`src/rtl/game_pkg.sv`:
```
// ---------------------------------------------------------------------------
// game_pkg
// Shared definitions for the binary number game: the round timer state enum,
// the width of the seconds value, the round time constants used by the
// controller's time calculation, and the binary-to-BCD helper used by the
// countdown timer's optional display digits.
// ---------------------------------------------------------------------------
package game_pkg;

    localparam int TIME_W     = 5;
    localparam int TIME_START = 30;
    localparam int TIME_MIN   = 3;

    typedef enum logic [1:0] {
        IDLE    = 2'd0,
        RUN     = 2'd1,
        EXPIRED = 2'd2
    } state_e;

    // Splits a seconds value in 0..39 into {tens, ones} by compare/subtract.
    // Only the low nibble feeds the ones digit: subtracting 30, 20 or 10 is
    // done modulo 16 (30 = 14, 20 = 4, 10 = 10 mod 16), which gives the
    // exact digit because the true result always fits in 0..9.
    function automatic logic [7:0] bin_to_bcd(input logic [7:0] v);
        logic [3:0] tens;
        logic [3:0] ones;
        if (v >= 8'd30) begin
            tens = 4'd3;
            ones = v[3:0] - 4'd14;
        end else if (v >= 8'd20) begin
            tens = 4'd2;
            ones = v[3:0] - 4'd4;
        end else if (v >= 8'd10) begin
            tens = 4'd1;
            ones = v[3:0] - 4'd10;
        end else begin
            tens = 4'd0;
            ones = v[3:0];
        end
        return {tens, ones};
    endfunction

endpackage

```
`src/rtl/sec_tick_gen.sv`:
```
// ---------------------------------------------------------------------------
// sec_tick_gen
// Seconds prescaler: counts 0..TICK_DIV-1 while enabled and flags the cycle
// on which it wraps back to 0.
//   clk  : system clock
//   rst  : synchronous active-high reset
//   clr  : clears the count to 0 (priority over en)
//   en   : advance the count this cycle
//   tick : high for the one enabled cycle in which the count wraps
// ---------------------------------------------------------------------------
module sec_tick_gen #(
    parameter int TICK_DIV = 50_000_000
) (
    input  logic clk,
    input  logic rst,
    input  logic clr,
    input  logic en,
    output logic tick
);

    localparam int CNT_W = (TICK_DIV > 2) ? $clog2(TICK_DIV) : 1;
    localparam logic [CNT_W-1:0] CNT_MAX = CNT_W'(TICK_DIV - 1);

    logic [CNT_W-1:0] cnt_q;
    logic [CNT_W-1:0] cnt_d;
    logic             wrap;

    // The wrap is the same cycle the top level consumes as a decrement, so
    // the next second starts counting from 0 on the following edge.
    always_comb begin
        wrap  = en && (cnt_q == CNT_MAX);
        cnt_d = cnt_q;
        if (clr) begin
            cnt_d = '0;
        end else if (en) begin
            cnt_d = wrap ? '0 : cnt_q + CNT_W'(1);
        end
    end

    always_ff @(posedge clk) begin
        if (rst) begin
            cnt_q <= '0;
        end else begin
            cnt_q <= cnt_d;
        end
    end

    assign tick = wrap && !clr;

endmodule

```
`src/rtl/game_countdown_timer.sv`:
```
// ---------------------------------------------------------------------------
// game_countdown_timer
// Round countdown timer for the binary number game. Loads a round time in
// seconds on a rising edge of set_f, counts it down once per TICK_DIV clock
// cycles and raises end_f when it reaches zero.
//   clk       : system clock
//   rst       : synchronous active-high reset
//   set_f     : load request, rising edge loads set_v and starts the round
//   set_v     : round time in seconds
//   hold      : freezes the prescaler and the count while in RUN
//   end_f     : time expired (level)
//   running   : high while counting
//   remaining : seconds left
//   tick      : one-cycle pulse on each decrement
//   bcd_tens  : tens digit of remaining
//   bcd_ones  : ones digit of remaining
// Optional feature macro: GAME_TIMER_BCD_EN builds the registered BCD
// digits; without it bcd_tens/bcd_ones are tied to 0.
// ---------------------------------------------------------------------------
module game_countdown_timer
    import game_pkg::*;
#(
    parameter int TICK_DIV = 50_000_000,
    parameter int TIME_W   = game_pkg::TIME_W
) (
    input  logic              clk,
    input  logic              rst,
    input  logic              set_f,
    input  logic [TIME_W-1:0] set_v,
    input  logic              hold,
    output logic              end_f,
    output logic              running,
    output logic [TIME_W-1:0] remaining,
    output logic              tick,
    output logic [3:0]        bcd_tens,
    output logic [3:0]        bcd_ones
);

    state_e            state_q, state_d;
    logic              set_f_q;
    logic              end_q, end_d;
    logic              run_q, run_d;
    logic              tick_q, tick_d;
    logic [TIME_W-1:0] rem_q, rem_d;
    logic              load;
    logic              sec_tick;

    assign load = set_f && !set_f_q;

    sec_tick_gen #(
        .TICK_DIV(TICK_DIV)
    ) u_sec_tick_gen (
        .clk (clk),
        .rst (rst),
        .clr (load),
        .en  ((state_q == RUN) && !hold),
        .tick(sec_tick)
    );

    // Next-state logic: a load overrides everything, including a prescaler
    // wrap in the same cycle, so no decrement or tick is produced then.
    always_comb begin
        state_d = state_q;
        rem_d   = rem_q;
        end_d   = end_q;
        run_d   = run_q;
        tick_d  = 1'b0;
        if (load) begin
            if (set_v == '0) begin
                state_d = EXPIRED;
                rem_d   = '0;
                end_d   = 1'b1;
                run_d   = 1'b0;
            end else begin
                state_d = RUN;
                rem_d   = set_v;
                end_d   = 1'b0;
                run_d   = 1'b1;
            end
        end else if (state_q == RUN && sec_tick) begin
            rem_d  = rem_q - TIME_W'(1);
            tick_d = 1'b1;
            if (rem_q == TIME_W'(1)) begin
                state_d = EXPIRED;
                end_d   = 1'b1;
                run_d   = 1'b0;
            end
        end
    end

    always_ff @(posedge clk) begin
        if (rst) begin
            state_q <= IDLE;
            set_f_q <= 1'b0;
            rem_q   <= '0;
            end_q   <= 1'b0;
            run_q   <= 1'b0;
            tick_q  <= 1'b0;
        end else begin
            state_q <= state_d;
            set_f_q <= set_f;
            rem_q   <= rem_d;
            end_q   <= end_d;
            run_q   <= run_d;
            tick_q  <= tick_d;
        end
    end

    assign end_f     = end_q;
    assign running   = run_q;
    assign remaining = rem_q;
    assign tick      = tick_q;

`ifdef GAME_TIMER_BCD_EN
    logic [3:0] bcd_tens_q, bcd_tens_d;
    logic [3:0] bcd_ones_q, bcd_ones_d;
    logic [7:0] bcd_pair;

    // Converting the next value keeps the digits aligned with remaining.
    always_comb begin
        bcd_pair   = bin_to_bcd(8'(rem_d));
        bcd_tens_d = bcd_pair[7:4];
        bcd_ones_d = bcd_pair[3:0];
    end

    always_ff @(posedge clk) begin
        if (rst) begin
            bcd_tens_q <= '0;
            bcd_ones_q <= '0;
        end else begin
            bcd_tens_q <= bcd_tens_d;
            bcd_ones_q <= bcd_ones_d;
        end
    end

    assign bcd_tens = bcd_tens_q;
    assign bcd_ones = bcd_ones_q;
`else
    assign bcd_tens = 4'd0;
    assign bcd_ones = 4'd0;
`endif

endmodule

```
`config.mk`:
```
export PLATFORM = sky130hd
export DESIGN_NAME = game_countdown_timer
export DESIGN_NICKNAME = d
export VERILOG_FILES = /design/src/rtl/game_pkg.sv /design/src/rtl/sec_tick_gen.sv /design/src/rtl/game_countdown_timer.sv
export SDC_FILE = /design/constraint.sdc
export NUM_CORES = 1
export LEC_CHECK = 0
export ABC_AREA = 0
export ABC_CLOCK_PERIOD_IN_PS = 2900
export CORE_ASPECT_RATIO = 0.6
export CORE_MARGIN = 2
export CORE_UTILIZATION = 50
export CTS_CLUSTER_SIZE = 24
export DETAILED_ROUTE_END_ITERATION = 16
export HOLD_SLACK_MARGIN = 0.03
export PLACE_DENSITY_LB_ADDON = 0.2
export SETUP_SLACK_MARGIN = 0.02
export SLEW_MARGIN = 10
export SYNTH_ARGS = -nofsm -noshare
export SYNTH_HDL_FRONTEND = slang
export SYNTH_SLANG_ARGS = --single-unit
export TNS_END_PERCENT = 5
```
`constraint.sdc`:
```
create_clock -name clk -period 2.9 [get_ports clk]
set_clock_uncertainty 0.2 [all_clocks]
set_input_delay 0.58 -clock clk [delete_from_list [all_inputs] [get_ports clk]]
set_output_delay 0.58 -clock clk [all_outputs]
set_load 0.02 [all_outputs]
```
* Yosys cells after proc, flatten, opt, wreduce, memory -nomap -nowiden
Cells that the tools add are included.
W data, S select, Z words.
** Word-level totals
- Register bits :: 37
- Input bits :: 9
- Output and inout port bits :: 16
- Word-level logic and storage cells :: 42
** Cells by class
- Add/subtract/negate cells :: 2
- Reductions and logical operators :: 13
- Equality and inequality tests :: 3
- Muxes and demuxes :: 17
** Operator list (count)
- $add A26 B1 Y26 const B :: 1
- $eq A26 B26 Y1 const B :: 1
- $mux W26 :: 1
- $mux W5 :: 3
- $mux W1 :: 9
- $mux W2 :: 4
- $eq A5 B1 Y1 const B :: 1
- $logic_and A1 B1 Y1 :: 5
- $logic_not A5 Y1 :: 1
- $sub A5 B1 Y5 const B :: 1
- $reduce_bool A2 Y1 :: 2
- $logic_not A1 Y1 :: 3
- $eq A2 B1 Y1 const B :: 1
- $reduce_and A2 Y1 :: 1
- $reduce_or A2 Y1 :: 1

* Logic depth before layout (Yosys ltp)
- Depth in word-level cells :: 7
- Mapped depth :: 7
- Depth with buffers taken out :: 6

* Hierarchy
A second synthesis with hierarchy kept.
** Unflattened totals
- Cells, all modules :: 224
- Area total of the unflattened synthesis :: 1966.9 sq um
** By module, submodules not included
- sec_tick_gen :: area each 1440.1 sq um, instances 1, seq. area each 520.5 sq um, cells each 167
- game_countdown_timer :: area each 526.8 sq um, instances 1, seq. area each 180.2 sq um, cells each 57

* Worst setup path before layout
Ideal clock, no wire load.
- Kind :: input port to flip-flop
- Start :: input port hold
- End :: register u_sec_tick_gen.cnt_q[11]
- Buffers on the path :: 1
- Stages :: 6
- Arrival :: 1.773 ns
- Library setup time :: 0.117 ns
- Required time :: 2.583 ns
- Path slack :: 0.810 ns
- Cell sequence :: and4bb_2 nand2_1 nor3_4 or2_2 buf_2 nor2_1
** On the way
- Cells in the longest elaborated chain, start to end :: 4
** Ends and longest elaborated chain
- start: declaration :: line game_countdown_timer.sv:30 : input logic hold,
- $logic_not A1 Y1 * :: line game_countdown_timer.sv:56 : .en ((state_q == RUN) && !hold),
- $logic_and A1 B1 Y1 * :: line game_countdown_timer.sv:56
- $logic_and A1 B1 Y1 :: line sec_tick_gen.sv:31 : wrap = en && (cnt_q == CNT_MAX);
- $mux W26 :: line sec_tick_gen.sv:36 : cnt_d = wrap ? '0 : cnt_q + CNT_W'(1);
- end signal: assignment :: line sec_tick_gen.sv:44 : cnt_q <= cnt_d;
- end: declaration :: line sec_tick_gen.sv:24 : logic [CNT_W-1:0] cnt_q;
Mark *: on every way between the ends. The rest lies on a longest branch, timed or not.
A chain may end at the register's enable or synchronous reset.

* Final worst setup path
- Start :: input port hold
- End :: register u_sec_tick_gen.cnt_q[22]
Same word-level chain as after synthesis.

==> flow_summary.json <==
{
  "status": "complete, no violations",
  "yosysUniqueCellTypes": 40,
  "wire_per_inst_um": 13.6,
  "syn2layout_area_growth_pct": 16.3,
  "worstSetupEndpointType": "flop",
  "drt_iter0_drc": 42,
  "p_leak_nw": 0.723,
  "grt_pass1_vias": 1329,
  "yosysWarningCount": 0,
  "start_util": 0.536,
  "synth_edf_count": 0,
  "vias": 1473,
  "syn-cell-area_um2": 1790,
  "ys_seq_area_frac": 0.391,
  "multi_input_area_um2": 1000,
  "numClockSinks": 35,
  "synth_area_per_cell_um2": 8.66,
  "fill_cells": 299,
  "drive_gt1_frac": 0.0961,
  "synth_most_common_cell": "nor2_1",
  "cp.arrival_ps": 2460,
  "drc": 0,
  "ir_drop_mv": 0.300,
  "die_y_um": 50.4,
  "cap_viol_max_count": 0,
  "min_path_type": "reg2reg",
  "dr.pass1.iters": 4,
  "setup.worst_path.start_class": "input port",
  "io_pins": 25,
  "htreeDepth": 2,
  "synth_area_leader_cell": "dfxtp_1",
  "whs_ps": 335,
  "totalPowerFinal_uw": 981,
  "vias_per_cell": 5.38,
  "insertion_delay_ps": 280,
  "regToRegSetupSlack_ps": 590,
  "hold_path_end": "u_sec_tick_gen.cnt_q[1]$_SDFFE_PP0P_",
  "slew_viol_final": 0,
  "hp-start": "u_sec_tick_gen.cnt_q[1]$_SDFFE_PP0P_",
  "cts_tree": "done",
  "synthTopCellsByArea": "dfxtp_1, xnor2_1, nor2_1",
  "rsz0062_at_grt": "false",
  "hpwl_um": 2860,
  "path_clk_slew_ps": 70,
  "clock_path_buffers": 2,
  "cts_hold_buf": 0,
  "core_um2": 3340,
  "hold_violations": 0,
  "grt_pass1_wl_um": 6360,
  "synthTopCellsByCount": "nor2_1, dfxtp_1, xnor2_1",
  "cellPowerDensity_nw_per_um2": 471,
  "crit_fanout": 20,
  "period_share": 0.860,
  "yosys.area.top_type_share": 0.391,
  "r2r-start": "u_sec_tick_gen.cnt_q[3]$_SDFFE_PP0P_",
  "synthArstFlopShare": 0,
  "antenna_found_initial": 0,
  "n_antenna_cell": 0,
  "rows": 16,
  "placedCellCount": 266,
  "finalSetupViolations": 0,
  "reg2reg_to": "u_sec_tick_gen.cnt_q[22]$_SDFFE_PP0P_",
  "fin_cells": 274,
  "overflow": 0,
  "cts_resized": 0,
  "reg2regPathDepth": 5,
  "yosys_most_used_dff": "dfxtp_1",
  "die-area_um2": 4090,
  "clock.fmax_mhz": 401,
  "setup_tns_ps": 0,
  "whs_path_depth": 2,
  "ant_nets": 0,
  "finalCriticalPeriod_ps": 2500,
  "fin_nets": 240,
  "synth-seq-cells": 35,
  "cts_buffers": 5,
  "ff_latch_area_um2": 701,
  "grt_max_degree": 21,
  "place.gp.congestion": 0.831,
  "critPathKind": "in2reg",
  "drt_wl_total_um": 3740,
  "synth_cells": 207,
  "grt_usage": 0.206,
  "required_ps": 2860,
  "ctsRootBufferMaster": "clkbuf_8",
  "die_w_um": 81.3,
  "post_cts_buffers": 0,
  "numPortBuffers": 16
}
[cell families after synthesis]
family | share of synthesized area
simple gates | 0.318
buf+inv | 0.0642
flops | 0.391
fa+ha+maj | 0.0210
mux | 0.0112
other cells | 0.00209
xor+xnor | 0.132
compound gates | 0.0601
[layout by cell type, fill, tap and decap left out, drive strengths merged, types with 5 or more instances in the layout]
master / netlist / layout
nor2: 36 / 36
dfxtp: 35 / 35
xnor2: 17 / 17
clkdlybuf4s50: 0 / 16
nand2: 13 / 13
nand3: 11 / 11
xor2: 10 / 10
conb: 1 / 8
nor3: 8 / 8
clkbuf: 3 / 8
nand4: 8 / 8
inv: 7 / 7
nor4: 7 / 7
a211oi: 6 / 6
buf: 11 / 5
[routing by layer]
metal	part of all wire	wire length, um	vias up	GRT usage
met2	0.39	1480	41	0.270
met4	0.013	48	0	0.0734
met3	0.058	217	7	0.0486
met1	0.53	2000	688	0.321
met5	0	0	-	0
li1	-	-	737	-
[how the worst max path moves through the flow]
stage | startpoint | end | slack (ps) | depth (start not counted)
2_1_floorplan | hold | u_sec_tick_gen.cnt_q[11]$_SDFFE_PP0P_ | 810 | 6
3_3_place_gp | hold | u_sec_tick_gen.cnt_q[5]$_SDFFE_PP0P_ | 190 | 6
3_5_place_dp | hold | u_sec_tick_gen.cnt_q[22]$_SDFFE_PP0P_ | 90 | 6
4_1_cts | hold | u_sec_tick_gen.cnt_q[22]$_SDFFE_PP0P_ | 390 | 6
5_1_grt | hold | u_sec_tick_gen.cnt_q[12]$_SDFFE_PP0P_ | 240 | 6
6_report | hold | u_sec_tick_gen.cnt_q[22]$_SDFFE_PP0P_ | 400 | 6
[worst max-delay path, cell delays in order]
cell,delay (ps)
clkdlybuf4s50_1,440
and4bb_2,330
nand2_1,140
nor3_4,430
or2_2,430
nor2_1,100
[through the flow]
step                utilization  instance area (um2)  worst slack [ps]
global placement          0.593                 1980               190
finish                    0.623                 2080               405
global route              0.623                 2080               240
floorplan                     -                 1820               810
CTS                       0.623                 2080               393
detailed placement        0.593                 1980              89.1
[where the power goes]
part	switching (mW)	leakage, nW	total [mW]	internal (mW)
Combinational	0.0539	0.388	0.0961	0.0422
Clock	0.170	0.0515	0.387	0.217
Sequential	0.00935	0.284	0.498	0.488
Total	0.233	0.723	0.981	0.747
[state kept, by name (all words and copies together) (netlist names)]
signal                cells
set_f_q                   1
remaining                 5
running                   1
tick                      1
u_sec_tick_gen.cnt_q     26
state_q                   1
[area by class of cell]
class	count	share of cell area
tap	45	0.0270
multi-input combinational	158	0.481
inverter	7	0.0126
sequential	35	0.336
clock buffer	8	0.0480
timing repair buffer	21	0.0949
Power figures use the tool's default switching activity.
